===== src/rtl/serial_add_pkg.sv =====
// Shared constants and helpers for the serial 2-bit-slice adder controller.
package serial_add_pkg;

   localparam logic [1:0] ST_IDLE = 2'd0;
   localparam logic [1:0] ST_RUN  = 2'd1;
   localparam logic [1:0] ST_DONE = 2'd2;

   localparam int SLICE_W = 2;

   typedef enum logic [1:0] {
      IDLE = ST_IDLE,
      RUN  = ST_RUN,
      DONE = ST_DONE
   } state_t;

   function automatic int clog2(input int v);
      int r;
      r = 0;
      for (int i = 0; i < 31; i++) begin
         if ((1 << i) < v) r = i + 1;
      end
      return r;
   endfunction

endpackage


===== src/rtl/full_adder_2bit.sv =====
// Two-bit ripple-carry adder slice used as the shared serial datapath.
module full_adder_2bit (
   input  logic [1:0] a,
   input  logic [1:0] b,
   input  logic       cin,
   output logic [1:0] s,
   output logic       cout
);

   logic [1:0] t0;
   logic [1:0] t1;

   assign t0   = {1'b0, a[0]} + {1'b0, b[0]} + {1'b0, cin};
   assign t1   = {1'b0, a[1]} + {1'b0, b[1]} + {1'b0, t0[1]};
   assign s    = {t1[0], t0[0]};
   assign cout = t1[1];

endmodule


===== src/rtl/serial_add_ctrl.sv =====
// Serial adder controller: adds two WIDTH-bit operands two bits per cycle.
// Optional subtract mode is enabled by defining SERIAL_ADD_SUB_EN.
//
// state | meaning
// IDLE  | waiting for start; operands captured on the accepting edge
// RUN   | one 2-bit slice per cycle, N = WIDTH/2 cycles
// DONE  | one-cycle done pulse; sum/cout valid
module serial_add_ctrl
   import serial_add_pkg::*;
#(
   parameter int WIDTH = 8
) (
   input  logic             clk,
   input  logic             rst,
   input  logic             start,
   input  logic [WIDTH-1:0] a,
   input  logic [WIDTH-1:0] b,
   input  logic             cin,
`ifdef SERIAL_ADD_SUB_EN
   input  logic             sub,
`endif
   output logic             busy,
   output logic             done,
   output logic [WIDTH-1:0] sum,
   output logic             cout
);

   localparam int N  = WIDTH / SLICE_W;
   localparam int CW = (clog2(N) < 1) ? 1 : clog2(N);

   generate
      if ((WIDTH < 2) || ((WIDTH % 2) != 0)) begin : g_bad_width
         $error("serial_add_ctrl: WIDTH must be even and >= 2");
      end
   endgenerate

   state_t           state;
   logic [WIDTH-1:0] a_sh;
   logic [WIDTH-1:0] b_sh;
   logic [WIDTH-1:0] res_sh;
   logic             carry;
   logic [CW-1:0]    cnt;

   logic [1:0]       sl_s;
   logic             sl_cout;
   logic [WIDTH-1:0] next_res;
   logic             sub_eff;

`ifdef SERIAL_ADD_SUB_EN
   assign sub_eff = sub;
`else
   assign sub_eff = 1'b0;
`endif

   full_adder_2bit u_slice (
      .a    (a_sh[1:0]),
      .b    (b_sh[1:0]),
      .cin  (carry),
      .s    (sl_s),
      .cout (sl_cout)
   );

   // New slice bits enter at the MSB end; the oldest two bits fall off the bottom.
   assign next_res = WIDTH'({sl_s, res_sh} >> SLICE_W);

   always_ff @(posedge clk) begin
      if (rst) begin
         state  <= IDLE;
         busy   <= 1'b0;
         done   <= 1'b0;
         sum    <= '0;
         cout   <= 1'b0;
         a_sh   <= '0;
         b_sh   <= '0;
         res_sh <= '0;
         carry  <= 1'b0;
         cnt    <= '0;
      end else begin
         case (state)
            IDLE: begin
               done <= 1'b0;
               if (start) begin
                  a_sh  <= a;
                  b_sh  <= sub_eff ? ~b : b;
                  carry <= sub_eff ? 1'b1 : cin;
                  cnt   <= '0;
                  busy  <= 1'b1;
                  state <= RUN;
               end
            end
            RUN: begin
               a_sh   <= a_sh >> SLICE_W;
               b_sh   <= b_sh >> SLICE_W;
               carry  <= sl_cout;
               res_sh <= next_res;
               cnt    <= cnt + 1'b1;
               if (cnt == CW'(N - 1)) begin
                  busy  <= 1'b0;
                  done  <= 1'b1;
                  sum   <= next_res;
                  cout  <= sl_cout;
                  state <= DONE;
               end
            end
            DONE: begin
               done  <= 1'b0;
               state <= IDLE;
            end
            default: begin
               busy  <= 1'b0;
               done  <= 1'b0;
               state <= IDLE;
            end
         endcase
      end
   end

endmodule


===== config.mk =====
export PLATFORM = sky130hd
export DESIGN_NAME = serial_add_ctrl
export DESIGN_NICKNAME = d
export VERILOG_FILES = /design/src/rtl/serial_add_pkg.sv /design/src/rtl/full_adder_2bit.sv /design/src/rtl/serial_add_ctrl.sv
export SDC_FILE = /design/constraint.sdc
export NUM_CORES = 1
export LEC_CHECK = 0
export CORE_MARGIN = 10
export CORE_UTILIZATION = 49
export CTS_BUF_LIST = sky130_fd_sc_hd__clkbuf_16
export DETAILED_ROUTE_END_ITERATION = 10
export PLACE_DENSITY = 0.79
export SKIP_LAST_GASP = 1
export SLEW_MARGIN = 5
export SYNTH_ARGS = -nofsm -noshare
export SYNTH_HDL_FRONTEND = slang
export SYNTH_HIERARCHICAL = 1
export SYNTH_SLANG_ARGS = --single-unit

===== constraint.sdc =====
create_clock -name clk -period 2.09 [get_ports clk]
set_clock_uncertainty 0.2 [all_clocks]
set_input_delay 0.209 -clock clk [delete_from_list [all_inputs] [get_ports clk]]
set_output_delay 0.209 -clock clk [all_outputs]
set_load 0.02 [all_outputs]

==> results of run 1 <==
cells by family (layout without fill, tap and decap cells):
kind of cell               Yosys count  in the layout  share of synthesized area, %
muxes                               15             15                          9.62
buffers and inverters               23             51                          7.53
adders and majority gates            3              3                          3.37
AOI/OAI and AO/OA                   36             36                          14.6
and+or+nand+nor                     59             59                          16.2
DFF                                 38             38                          48.7
cell type report:
type / count / area [sq um] / area share [%]
Clock buffer: 5 / 125 / 6.22
Multi-Input combinational cell: 113 / 683 / 33.9
Sequential cell: 38 / 761 / 37.8
Tap cell: 44 / 55.1 / 2.73
Clock inverter: 3 / 12.5 / 0.622
Timing Repair Buffer: 34 / 343 / 17.0
Inverter: 9 / 33.8 / 1.68
registers in the layout, summed over array words and instances (netlist names), 2 cells and up:
register	flops
a_sh	8
b_sh	8
sum	8
cnt	2
state	2
res_sh	6
worst max path at each step:
stage	from	to	slack, ns
6_report	a_sh[0]	sum[7]	0.16
5_1_grt	a_sh[0]	sum[7]	0.11
4_1_cts	a_sh[0]	sum[7]	0.18
3_5_place_dp	a_sh[0]	sum[7]	0.22
3_3_place_gp	a_sh[0]	sum[7]	0.32
2_1_floorplan	a_sh[0]	sum[7]	0.36
critical path, stage by stage (launching register included):
cell and delay, ns:
dfxtp_1 0.34, inv_1 0.07, fa_1 0.44, fa_1 0.44
inv_1 0.09, nand3_1 0.09, a21oi_1 0.17
report_power, final:
part	internal (uW)	switching, uW
logic	88.3	92.2
clock network	430	265
registers	761	21.8
total	1280	379
synthesized netlist by cell type:
cell type,n,area share (%)
fa_1,2,2.6
buf_1,2,0.48
nor3b_1,1,0.48
nand2_1,21,5.0
buf_6,1,0.72
dfxtp_1,38,49
a211oi_1,13,6.2
and2b_1,1,0.48
nor3_1,3,0.96
o21ai_0,1,0.32
buf_2,6,1.9
o21bai_1,1,0.48
a21oi_1,16,5.1
mux2i_1,15,9.6
nand3_1,9,2.9
nor2_1,21,5.0
ha_1,1,0.80
inv_1,9,2.2
buf_12,1,1.3
a22oi_1,5,2.4
nand2b_1,2,0.80
nand3b_1,1,0.48
clkbuf_1,4,0.96
layer usage:
metal | share of wire, % | track usage, %
met1 | 41 | 13.2
met2 | 52 | 20.0
met3 | 3.9 | 3.66
met4 | 2.2 | 6.51
met5 | 0 | 0
metrics by stage:
| step | cells | util (%) | setup WS (ns) |
|---|---|---|---|
| global placement | 238 | 61.4 | 0.318 |
| finish | 246 | 65.9 | 0.161 |
| floorplan | 174 | - | 0.356 |
| CTS | 246 | 65.9 | 0.185 |
| detailed placement | 238 | 61.4 | 0.216 |
| global route | 246 | 65.9 | 0.110 |
==> results.md, run 1 <==
- CTS resizes: 0
- Hold Path Origin: sum[4]
- Diodes inserted: 0
- Nets@finish: 224
- Startpoint types: flop
- Syn Area/Cell: ~9.0 sq um
- RePlAce Congestion: between 0.7 and 0.8
- Crit path time final: just under 2 ns
- Syn Inst Count: roughly 170
- Largest net degree at the start of global routing: 39
- Hold violation count in the final report: 0
- Synth Net Count: between 150 and 200
- Required @ worst endpoint: about 2.1 ns
- Total Routing Usage GR: 12.0%
- RR Endpoint: sum[7]
- DIE HEIGHT: 76.5 um
- Leakage power: 0.000779 uW
- Most frequent cells in the layout: 38 x dfxtp_1, 30 x clkdlybuf4s50_1, 21 x nand2_1, 21 x nor2_1, 16 x a21oi_1
- Final WL: 3420 um
- FMAX: 0.518 GHz
- Reg-to-reg startpoint: a_sh[0]
- CTS tree: done
- CP max FO: 2
- Hold path depth: 2
- Syn. warnings: 6
- Final period utilization: just over 90%
- Drt drc: 0
- Setup bufs post-CTS: 0
- Count of input and output buffers: 30
- Area Overhead vs Synth: 28.9%
- Worst slew margin: roughly 62%
- Min Hold Slack: 0.257 ns
- Die area: between 0.005 and 0.006 sq mm
- Clock-pin slew on the worst setup and hold paths: around 0.060 ns
- Clk Latency, worst-skew pair: around 0.28 ns
- WP data arrival: 1.93 ns
- Initial Utilization: between 50% and 60%
- Reg2Reg Depth: 6
- CTS Hold Buffers Added: 0
- #FFs+latches synth: 38
- Avg WL per Cell: 13.9 um
- Crit end category: flop
- Grt ovf: 0
- R2R Setup Slk: about 0.16 ns
- Sequential element share of the synthesized area: between 40% and 50%
- Vias post-DR: 1274
- Post-synthesis instance area: between 0.0015 and 0.002 sq mm
- Commonest non-fill, non-tap cell in the layout: dfxtp_1
- Post-DP Area: around 0.0019 sq mm
- Die X-Extent: 76.5 um
- RSZ-0062 raised after global routing: false
- Vias per cell: 5.18
- WS Path Type: reg2reg
- Peak supply drop: 0.476 mV
- Total core area: just over 0.003 sq mm
- Post-route cell area: 0.00201 sq mm
- Clk root buf: clkbuf_16
- CTS Buffer Depth: 2
- Worst slew pin tran: around 0.56 ns
- Hold Path End: sum[4]
- Hold crit path type: reg2reg
- DR iter-0 viols: between 100 and 150
- Slew Viols, Final: 0
- Row Count: 20
- Yosys cell types: 23
- H-tree levels: 2
- Initial antenna violation count: 0
- Status: finished clean
- Final setup viols: 0
- Fillers: roughly 260
- Fraction of layout instances using a drive strength above 1: under 10%
- Number of clock sinks: 38
- Design Power: around 1700 uW
- Inserted Clock Buffers: 5
- First-pass iteration count of the detailed router: 4
- Vias in the first global route: roughly 1.2k
- Max Cap Violations: 0
- PD cells: 824 mW/mm^2
- Detail Placement HPWL: roughly 2400 um
- IO Pins: 31
- Final ANT Viol Nets: 0
- First-pass GRT wire length: between 5000 and 6000 um
- Setup TNS: 0 ns
Power figures use the tool's default switching activity.
==> inputs of run 2 (changes only) <==
- TNS_END_PERCENT: default -> 1
==> results of run 2 <==
Final layout, timing and power as in run 1 (identical DEF).
